[config.mk]
export PLATFORM = sky130hd
export DESIGN_NAME = btn_repeat_bank
export DESIGN_NICKNAME = d
export VERILOG_FILES = /design/src/rtl/btn_pkg.sv /design/src/rtl/btn_repeat_ch.sv /design/src/rtl/btn_repeat_bank.sv
export SDC_FILE = /design/constraint.sdc
export NUM_CORES = 1
export LEC_CHECK = 0
export BUFFER_PORTS_ARGS = -buffer_cell sky130_fd_sc_hd__buf_4
export CORE_MARGIN = 2
export CORE_UTILIZATION = 55
export CTS_BUF_LIST = sky130_fd_sc_hd__clkbuf_4
export DETAILED_ROUTE_END_ITERATION = 6
export GPL_TIMING_DRIVEN = 0
export MAX_ROUTING_LAYER = met4
export PLACE_DENSITY = 0.83
export SYNTH_ARGS = -nofsm -noshare
export SYNTH_HDL_FRONTEND = slang
export SYNTH_SLANG_ARGS = --single-unit
[constraint.sdc]
create_clock -name clk -period 3.4 [get_ports clk]
set_input_delay 0.17 -clock clk [delete_from_list [all_inputs] [get_ports clk]]
set_output_delay 0.17 -clock clk [all_outputs]
set_load 0.1 [all_outputs]
[src/rtl/btn_pkg.sv]
// Shared types and default timing for the front-panel button conditioner.
// Holds the channel FSM encoding and counter-width helpers.
package btn_pkg;

    typedef enum logic [1:0] {
        IDLE  = 2'd0,
        DEB_P = 2'd1,
        HELD  = 2'd2,
        DEB_R = 2'd3
    } btn_state_t;

    localparam int DEF_N           = 4;
    localparam int DEF_TICK_CYC    = 1000;
    localparam int DEF_DEBOUNCE_MS = 20;
    localparam int DEF_LONG_MS     = 500;
    localparam int DEF_REP_SLOW_MS = 100;
    localparam int DEF_REP_FAST_MS = 50;
    localparam int DEF_FAST_AFTER  = 8;
    localparam int DEF_ACTIVE_LOW  = 0;

    // Bits needed to hold 0..maxv, never less than one.
    function automatic int cnt_w(input int maxv);
        return (maxv < 1) ? 1 : $clog2(maxv + 1);
    endfunction

    function automatic int max_i(input int a, input int b);
        return (a > b) ? a : b;
    endfunction

endpackage

[src/rtl/btn_repeat_ch.sv]
// One button channel: synchroniser, debounce FSM, hold timing.
// All timing advances on the shared ms tick; pulses are registered.
module btn_repeat_ch
    import btn_pkg::*;
#(
    parameter int DEBOUNCE_MS = DEF_DEBOUNCE_MS,
    parameter int LONG_MS     = DEF_LONG_MS,
    parameter int REP_SLOW_MS = DEF_REP_SLOW_MS,
    parameter int REP_FAST_MS = DEF_REP_FAST_MS,
    parameter int FAST_AFTER  = DEF_FAST_AFTER,
    parameter int ACTIVE_LOW  = DEF_ACTIVE_LOW
) (
    input  logic clk,
    input  logic rst,
    input  logic en,
    input  logic tick,
    input  logic btn_in,
    output logic level,
    output logic press,
    output logic release_p,
    output logic long_p,
    output logic repeat_p
);

    localparam int DW = cnt_w(DEBOUNCE_MS);
    localparam int HW = cnt_w(max_i(LONG_MS, REP_SLOW_MS));
    localparam int RW = cnt_w(FAST_AFTER);

    localparam logic [DW-1:0] DEB_LAST = DW'(DEBOUNCE_MS - 1);
    localparam logic [HW-1:0] LONG_V   = HW'(LONG_MS);
    localparam logic [HW-1:0] SLOW_V   = HW'(REP_SLOW_MS);
    localparam logic [HW-1:0] FAST_V   = HW'(REP_FAST_MS);
    localparam logic [RW-1:0] FAST_N   = RW'(FAST_AFTER);

    logic s1;
    logic s2;
    logic s;

    btn_state_t state;
    btn_state_t state_n;

    logic [DW-1:0] dcnt;
    logic [DW-1:0] dcnt_n;
    logic [HW-1:0] hcnt;
    logic [HW-1:0] hcnt_n;
    logic [HW-1:0] pcnt;
    logic [HW-1:0] pcnt_n;
    logic [RW-1:0] rcnt;
    logic [RW-1:0] rcnt_n;

    logic [HW-1:0] h_inc;
    logic [HW-1:0] p_inc;
    logic [HW-1:0] period;

    logic lvl_n;
    logic press_n;
    logic rel_n;
    logic long_n;
    logic rep_n;

    // Two-flop synchroniser; keeps running while en is low
    always_ff @(posedge clk) begin
        if (rst) begin
            s1 <= 1'b0;
            s2 <= 1'b0;
        end else begin
            s1 <= btn_in;
            s2 <= s1;
        end
    end

    assign s = (ACTIVE_LOW != 0) ? ~s2 : s2;

    assign h_inc  = hcnt + 1'b1;
    assign p_inc  = pcnt + 1'b1;
    assign period = (rcnt == FAST_N) ? FAST_V : SLOW_V;

    // Next state, counters and pulse requests
    always_comb begin
        state_n = state;
        dcnt_n  = dcnt;
        hcnt_n  = hcnt;
        pcnt_n  = pcnt;
        rcnt_n  = rcnt;
        press_n = 1'b0;
        rel_n   = 1'b0;
        long_n  = 1'b0;
        rep_n   = 1'b0;

        if (!en) begin
            state_n = IDLE;
        end else begin
            unique case (state)
                IDLE: begin
                    if (s) begin
                        state_n = DEB_P;
                        dcnt_n  = '0;
                    end
                end
                DEB_P: begin
                    if (!s) begin
                        state_n = IDLE;
                    end else if (tick) begin
                        if (dcnt == DEB_LAST) begin
                            state_n = HELD;
                            press_n = 1'b1;
                            hcnt_n  = '0;
                            pcnt_n  = '0;
                            rcnt_n  = '0;
                        end else begin
                            dcnt_n = dcnt + 1'b1;
                        end
                    end
                end
                HELD: begin
                    if (!s) begin
                        state_n = DEB_R;
                        dcnt_n  = '0;
                    end else if (tick) begin
                        if (hcnt != LONG_V) begin
                            hcnt_n = h_inc;
                            long_n = (h_inc == LONG_V);
                        end else if (p_inc == period) begin
                            pcnt_n = '0;
                            rep_n  = 1'b1;
                            if (rcnt != FAST_N) begin
                                rcnt_n = rcnt + 1'b1;
                            end
                        end else begin
                            pcnt_n = p_inc;
                        end
                    end
                end
                DEB_R: begin
                    if (s) begin
                        state_n = HELD;
                    end else if (tick) begin
                        if (dcnt == DEB_LAST) begin
                            state_n = IDLE;
                            rel_n   = 1'b1;
                        end else begin
                            dcnt_n = dcnt + 1'b1;
                        end
                    end
                end
                default: begin
                    state_n = IDLE;
                end
            endcase
        end

        lvl_n = (state_n == HELD) || (state_n == DEB_R);
    end

    // FSM and counter registers
    always_ff @(posedge clk) begin
        if (rst) begin
            state <= IDLE;
            dcnt  <= '0;
            hcnt  <= '0;
            pcnt  <= '0;
            rcnt  <= '0;
        end else begin
            state <= state_n;
            dcnt  <= dcnt_n;
            hcnt  <= hcnt_n;
            pcnt  <= pcnt_n;
            rcnt  <= rcnt_n;
        end
    end

    // Registered level and one-clock pulses
    always_ff @(posedge clk) begin
        if (rst) begin
            level     <= 1'b0;
            press     <= 1'b0;
            release_p <= 1'b0;
            long_p    <= 1'b0;
            repeat_p  <= 1'b0;
        end else begin
            level     <= lvl_n;
            press     <= press_n;
            release_p <= rel_n;
            long_p    <= long_n;
            repeat_p  <= rep_n;
        end
    end

endmodule

[src/rtl/btn_repeat_bank.sv]
// N-channel push-button conditioner with long-press and auto-repeat.
// One shared ms prescaler drives every channel's timing.
module btn_repeat_bank
    import btn_pkg::*;
#(
    parameter int N           = DEF_N,
    parameter int TICK_CYC    = DEF_TICK_CYC,
    parameter int DEBOUNCE_MS = DEF_DEBOUNCE_MS,
    parameter int LONG_MS     = DEF_LONG_MS,
    parameter int REP_SLOW_MS = DEF_REP_SLOW_MS,
    parameter int REP_FAST_MS = DEF_REP_FAST_MS,
    parameter int FAST_AFTER  = DEF_FAST_AFTER,
    parameter int ACTIVE_LOW  = DEF_ACTIVE_LOW
) (
    input  logic         clk,
    input  logic         rst,
    input  logic         en,
    input  logic [N-1:0] btn_in,
    output logic [N-1:0] level,
    output logic [N-1:0] press,
    output logic [N-1:0] release_p,
    output logic [N-1:0] long_p,
    output logic [N-1:0] repeat_p
);

    localparam int PW = cnt_w(TICK_CYC - 1);
    localparam logic [PW-1:0] P_LAST = PW'(TICK_CYC - 1);

    logic [PW-1:0] pcnt;
    logic          tick;

    assign tick = (pcnt == P_LAST);

    // Free-running ms prescaler, independent of en
    always_ff @(posedge clk) begin
        if (rst) begin
            pcnt <= '0;
        end else if (tick) begin
            pcnt <= '0;
        end else begin
            pcnt <= pcnt + 1'b1;
        end
    end

    for (genvar g = 0; g < N; g++) begin : g_ch
        btn_repeat_ch #(
            .DEBOUNCE_MS (DEBOUNCE_MS),
            .LONG_MS     (LONG_MS),
            .REP_SLOW_MS (REP_SLOW_MS),
            .REP_FAST_MS (REP_FAST_MS),
            .FAST_AFTER  (FAST_AFTER),
            .ACTIVE_LOW  (ACTIVE_LOW)
        ) u_ch (
            .clk       (clk),
            .rst       (rst),
            .en        (en),
            .tick      (tick),
            .btn_in    (btn_in[g]),
            .level     (level[g]),
            .press     (press[g]),
            .release_p (release_p[g]),
            .long_p    (long_p[g]),
            .repeat_p  (repeat_p[g])
        );
    end

endmodule

# Word level (Yosys, flattened, before mapping)
# Cells that the tools add are included.
# Widths: inputs -> output; s select.
totals:
  ff_bits: 154
  in_bits: 7
  elab_cells: 394
op_classes:
  addsub: 17
  n_eq_ne: 93
  muxes: 168
  n_bitwise: 22
  n_reduce_logical: 45
op_table:
  columns: ["operator", "count"]
  rows:
  - ["$mux 9", 40]
  - ["$pmux 9 s2", 8]
  - ["$mux 4", 32]
  - ["$mux 5", 24]
  - ["$pmux 5 s4", 4]
  - ["$add 9x1->9 const B", 8]
  - ["$mux 2", 36]
  - ["$reduce_and 8->1", 8]
  - ["$ne 2x1->1 const B", 30]
  - ["$reduce_or 6->1", 8]
  - ["$reduce_and 10->1", 4]
  - ["$eq 9x9->1", 4]
  - ["$eq 9x9->1 const B", 4]
  - ["$ne 2x2->1 const B", 18]
  - ["$ne 9x9->1 const B", 4]
  - ["$eq 2x2->1 const B", 16]
  - ["$pmux 2 s4", 4]
  - ["$pmux 4 s2", 4]
  - ["$reduce_or 4->1", 8]
  - ["$mux 7", 4]
  - ["$not 1->1", 22]
  - ["$add 5x1->5 const B", 4]
  - ["$eq 5x5->1 const B", 4]
  - ["$reduce_and 5->1", 4]
  - ["other kinds (11)", 43]

# Longest topological paths before layout
depth:
  word_depth: 8
  mapped_depth: 10

# Hierarchy
# Synthesis repeated with hierarchy kept, for this count alone.
unflattened:
  cells_unflattened: 1078
  area_unflattened_um2: 8594.5
modules_own_cells:
  columns: ["module", "instances", "cells_each", "area_each_um2"]
  rows:
  - ["btn_repeat_ch at g_ch[0].u_ch ...", 3, 257, 2016.9]
  - ["btn_repeat_ch at g_ch[3].u_ch", 1, 251, 2053.2]
  - ["btn_repeat_bank", 1, 56, 490.5]

# Worst setup path before layout
# No wires, ideal clock.
synth_timing:
  kind: "register -> register"
  from: "register pcnt[0]"
  to: "register g_ch[0].u_ch.pcnt[5]"
  setup_ns: 0.115
  t_arrival_ns: 2.341
  t_required_ns: 3.285
  path_slack_ns: 0.944
  path_stages_with_launch: 10
  path_buffers: 1
  synth_period_minus_slack_ns: 2.456
  path_cell_list: "dfxtp_1 > ha_1 > nand4b_1 > or3_1 > buf_2 > or3_4 > a211oi_4 > nand4_1 > xnor2_1 > and2_1"
synth_via:
  elab_chain_cells: 3
  word_cells_on_any_way: 4
synth_lines:
  columns: ["item", "line_no", "source"]
  rows:
  - ["start, declared", "btn_repeat_bank.sv:29", "logic [PW-1:0] pcnt;"]
  - ["start signal, assigned", "btn_repeat_bank.sv:41", "pcnt <= pcnt + 1'b1;"]
  - ["$eq 10x10->1 *", "btn_repeat_bank.sv:32", "assign tick = (pcnt == P_LAST);"]
  - ["$ne 2x1->1 (no source line)", null, null]
  - ["$reduce_and 8->1 (no source line) *", null, null]
  - ["end signal, assigned", "btn_repeat_ch.sv:167", "pcnt <= pcnt_n;"]
  - ["end, declared", "btn_repeat_ch.sv:46", "logic [HW-1:0] pcnt;"]
# Mark *: on every way between the ends. The rest lies on a longest branch, timed or not.
# A chain may end at the register's enable or synchronous reset.

# Final worst setup path
layout_timing:
  from: "register g_ch[0].u_ch.dcnt[0]"
  to: "register g_ch[0].u_ch.hcnt[4]"
layout_via:
  elab_chain_cells: 3
layout_lines:
  columns: ["item", "line_no", "source"]
  rows:
  - ["start, declared", "btn_repeat_ch.sv:42", "logic [DW-1:0] dcnt;"]
  - ["start signal, assigned", "btn_repeat_ch.sv:165", "dcnt <= dcnt_n;"]
  - ["$eq 5x5->1", "btn_repeat_ch.sv:104", "if (dcnt == DEB_LAST) begin"]
  - ["$ne 2x1->1 (no source line)", null, null]
  - ["$reduce_and 8->1 (no source line)", null, null]
  - ["end signal, assigned", "btn_repeat_ch.sv:166", "hcnt <= hcnt_n;"]
  - ["end, declared", "btn_repeat_ch.sv:44", "logic [HW-1:0] hcnt;"]
# Every way passes these cells.

==> results.cfg <==
[drt]
routed_wl_um = 19100
route.vias.total = 7595
drtIter0Drc = 705
post_drt_wl_per_cell_um = 15.0
postRouteAntennaNets = 0
drc = 0
viasPerCell = 5.96
first_pass_iters = 6

[cells_and_area]
fillers = 1285
drive_above_1_share_pct = 8.62
area_growth_pct = 9.35
nets = 1114
multi_input_area_um2 = 4670
register_area_um2 = 3080
final_cell_area_um2 = 8970

[timing]
worst_slack_ns = 0.375
fin_setup_tns_ns = 0
slew_headroom_pct = 46.1
worst_pin_slew_ns = 0.808
fin_crit_ns = 3.03
hold_ws_ns = 0.211
finalSetupViolCount = 0
rsz0062_at_grt = false
hold_violations = 0
fmax_mhz = 331
slew_violations = 0
final.setup_skew_ns = 0.0218
timing.final.crit_share_pct = 89.0

[die]
dieArea_um2 = 15900
ioPinCount = 27
initial_core_util_pct = 56.5
dieWidth_um = 126
fp.dieH_um = 126
core_area_um2 = 14500
fp-row-count = 44

[logic_synthesis]
yosys.cell_types.count = 65
synth_area_per_cell_um2 = 7.98
ys_top_cells_by_area = dfxtp_1, nor2_1, nand2_1
synth_seq_area_share_pct = 37.6
syn-num-nets = 1064
synth_edf_count = 0
synth_top_area_share_pct = 37.6
synth_flop_cell = dfxtp_1
async_reset_ff_share_pct = 0
netlist_instances = 1028
yosys_warnings = 0
netlist_area_um2 = 8210
synth_top_cell_by_area = dfxtp_1
synth-seq-cells = 154

[worst_setup_path]
timing.rr.start = g_ch[0].u_ch.dcnt[0]
reg2reg_slack_ns = 0.37
endpoint_kind = register
r2r_cells = 7
crit_path_start_kind = register
cp_cell_sequence = ha_1 -> nor4bb_1 -> a31oi_1 -> nor2_1 -> o21ai_1 -> and2_1 -> a21o_1
r2r_end = g_ch[0].u_ch.hcnt[4]
crit_arrival_ns = 3.51
slowest_stage = nor4bb_1
slowest_delay_ns = 0.70
crit_fanout = 8
worstPathRequired_ns = 3.88
critical_path_class = register to register

[power_and_ir_drop]
worst_ir_drop_vdd_mv = 0.279
p_total_w = 0.00311
leakagePower_nw = 3.28
powerDensity_nw_per_um2 = 347

[hold_path]
hold_depth = 5
min_from = en
min_path_type = primary input to register
worstHoldEndpoint = g_ch[0].u_ch.hcnt[8]

[outcome]
outcome = complete, no violations

[global_routing]
grt.total_usage_pct = 24.7
grt_pass1_wl_um = 31700
grt_max_degree = 17
grt_pass1_vias = 6755
grt_antenna_before_repair = 1
grt_overflow = 0

[clock_tree]
cts_sinks = 154
clockRootBuffer = clkbuf_4
cts_tree = yes
clk_latency_ns = 0.58
clockBufferDepth = 2
cts_buffers = 17
htreeDepth = 4
path_clk_slew_ns = 0.13

[placed_design]
port_buffers = 26
post-place-ws_ns = 0.393
postPlaceCellArea_um2 = 8630
dp_hpwl_um = 13300
gp_congestion = 0.909

[flow_run]
maxCapViolCount = 0
worst max-delay path: cells and delay by family, from the launching register on:
family	cells	cell delay, ns
AND/OR/NAND/NOR	3	1.52
AO/OA/AOI/OAI	3	0.84
adder cells (fa/ha/maj)	1	0.20
flip-flops	1	0.39
registers in the layout (all words and copies together) (netlist names):
| name | count |
|---|---|
| g_ch.u_ch.long_p | 4 |
| g_ch.u_ch.hcnt | 36 |
| g_ch.u_ch.release_p | 4 |
| g_ch.u_ch.s1 | 4 |
| g_ch.u_ch.level | 4 |
| g_ch.u_ch.pcnt | 36 |
| g_ch.u_ch.repeat_p | 4 |
| g_ch.u_ch.dcnt | 20 |
| g_ch.u_ch.rcnt | 16 |
| g_ch.u_ch.press | 4 |
| g_ch.u_ch.s | 4 |
| pcnt | 10 |
| g_ch.u_ch.state | 8 |
layer usage:
layer | vias to the layer above | wire length (µm) | GRT usage [%]
met5 | - | 0 | -
met4 | 0 | 428 | 9.83
met3 | 39 | 1110 | 4.97
met2 | 238 | 8680 | 37.7
met1 | 3540 | 8850 | 32.3
li1 | 3778 | - | -
timing repair:
| item | in CTS | in global routing |
|---|---|---|
| resized for setup | 0 | 1 |
| hold endpoints to repair | 10 | 0 |
| setup endpoints to repair | 0 | 1 |
| buffers inserted | 0 | 0 |
| hold buffers | 5 | 0 |
through the flow:
| stage | util [%] | instances |
|---|---|---|
| 3_3_place_gp | 59.4 | 1238 |
| 2_1_floorplan | - | 1028 |
| 4_1_cts | 61.7 | 1274 |
| 5_1_grt | 61.7 | 1275 |
| 6_report | 61.7 | 1275 |
| 3_5_place_dp | 59.4 | 1238 |
synthesized netlist by cell type, types with 4 or more instances:
cell type,number
and2_1,16
o21ai_0,53
buf_4,20
dfxtp_1,154
nor2_1,112
a21o_1,8
o211ai_1,7
xor2_1,30
or3_1,11
mux2i_1,8
a311oi_1,9
a21oi_1,69
nor4b_1,4
o21a_1,6
ha_1,29
nand4b_1,7
or2_2,6
nor2b_1,21
nand3b_1,9
a31oi_1,13
nor3_1,29
xnor2_1,18
nand3_1,49
nor3b_1,4
o31ai_1,4
nand2b_1,10
clkbuf_1,33
a32oi_1,4
nand4_1,28
o22ai_1,5
buf_2,5
a22oi_1,7
and3b_1,4
or4_1,10
nor4_1,14
inv_1,39
and3_1,29
nand2_1,97
where the power goes:
part / switching (W) / total (W) / internal (W)
Clock: 0.000638 / 0.00117 / 0.000529
Sequential: 0.0000103 / 0.00183 / 0.00182
Combinational: 0.0000846 / 0.000120 / 0.0000357
kinds of logic after synthesis:
group           Yosys count  share of synthesized area (%)
simple gates            472                           29.8
flops                   154                           37.6
xor+xnor                 48                           5.12
compound gates          216                           16.5
buf+inv                 101                           5.61
fa+ha+maj                29                           4.42
mux                       8                          0.976
layout make-up:
type | count | area share, %
clock buffer | 21 | 1.76
multi-input combinational | 773 | 52.0
timing repair buffer | 31 | 2.73
antenna | 1 | 0.0279
buffer | 61 | 3.46
clock inverter | 10 | 1.41
inverter | 40 | 1.67
sequential | 154 | 34.4
tap | 184 | 2.57
placed cells by master, fill, tap and decap left out, types with 13 or more instances in the layout:
master	n
dfxtp_1	154
nor2_1	112
nand2_1	97
a21oi_1	69
o21ai_0	53
nand3_1	49
buf_4	46
inv_1	39
clkbuf_1	33
xor2_1	30
and3_1	29
ha_1	29
nor3_1	28
nand4_1	28
nor2b_1	21
clkbuf_4	21
xnor2_1	18
and2_1	16
nor4_1	14
a31oi_1	13
worst max path at each step:
| stage | start | endpoint | depth (start not counted) |
|---|---|---|---|
| finish | g_ch[0].u_ch.dcnt[0] | g_ch[0].u_ch.hcnt[4] | 7 |
| global route | g_ch[0].u_ch.dcnt[0] | g_ch[0].u_ch.hcnt[5] | 7 |
| CTS | pcnt[0] | g_ch[1].u_ch.hcnt[5] | 9 |
| detailed placement | pcnt[0] | g_ch[1].u_ch.hcnt[5] | 9 |
| global placement | pcnt[0] | g_ch[1].u_ch.hcnt[5] | 9 |
| floorplan | pcnt[0] | g_ch[0].u_ch.pcnt[5] | 9 |
(Power assumes the default switching activity.)
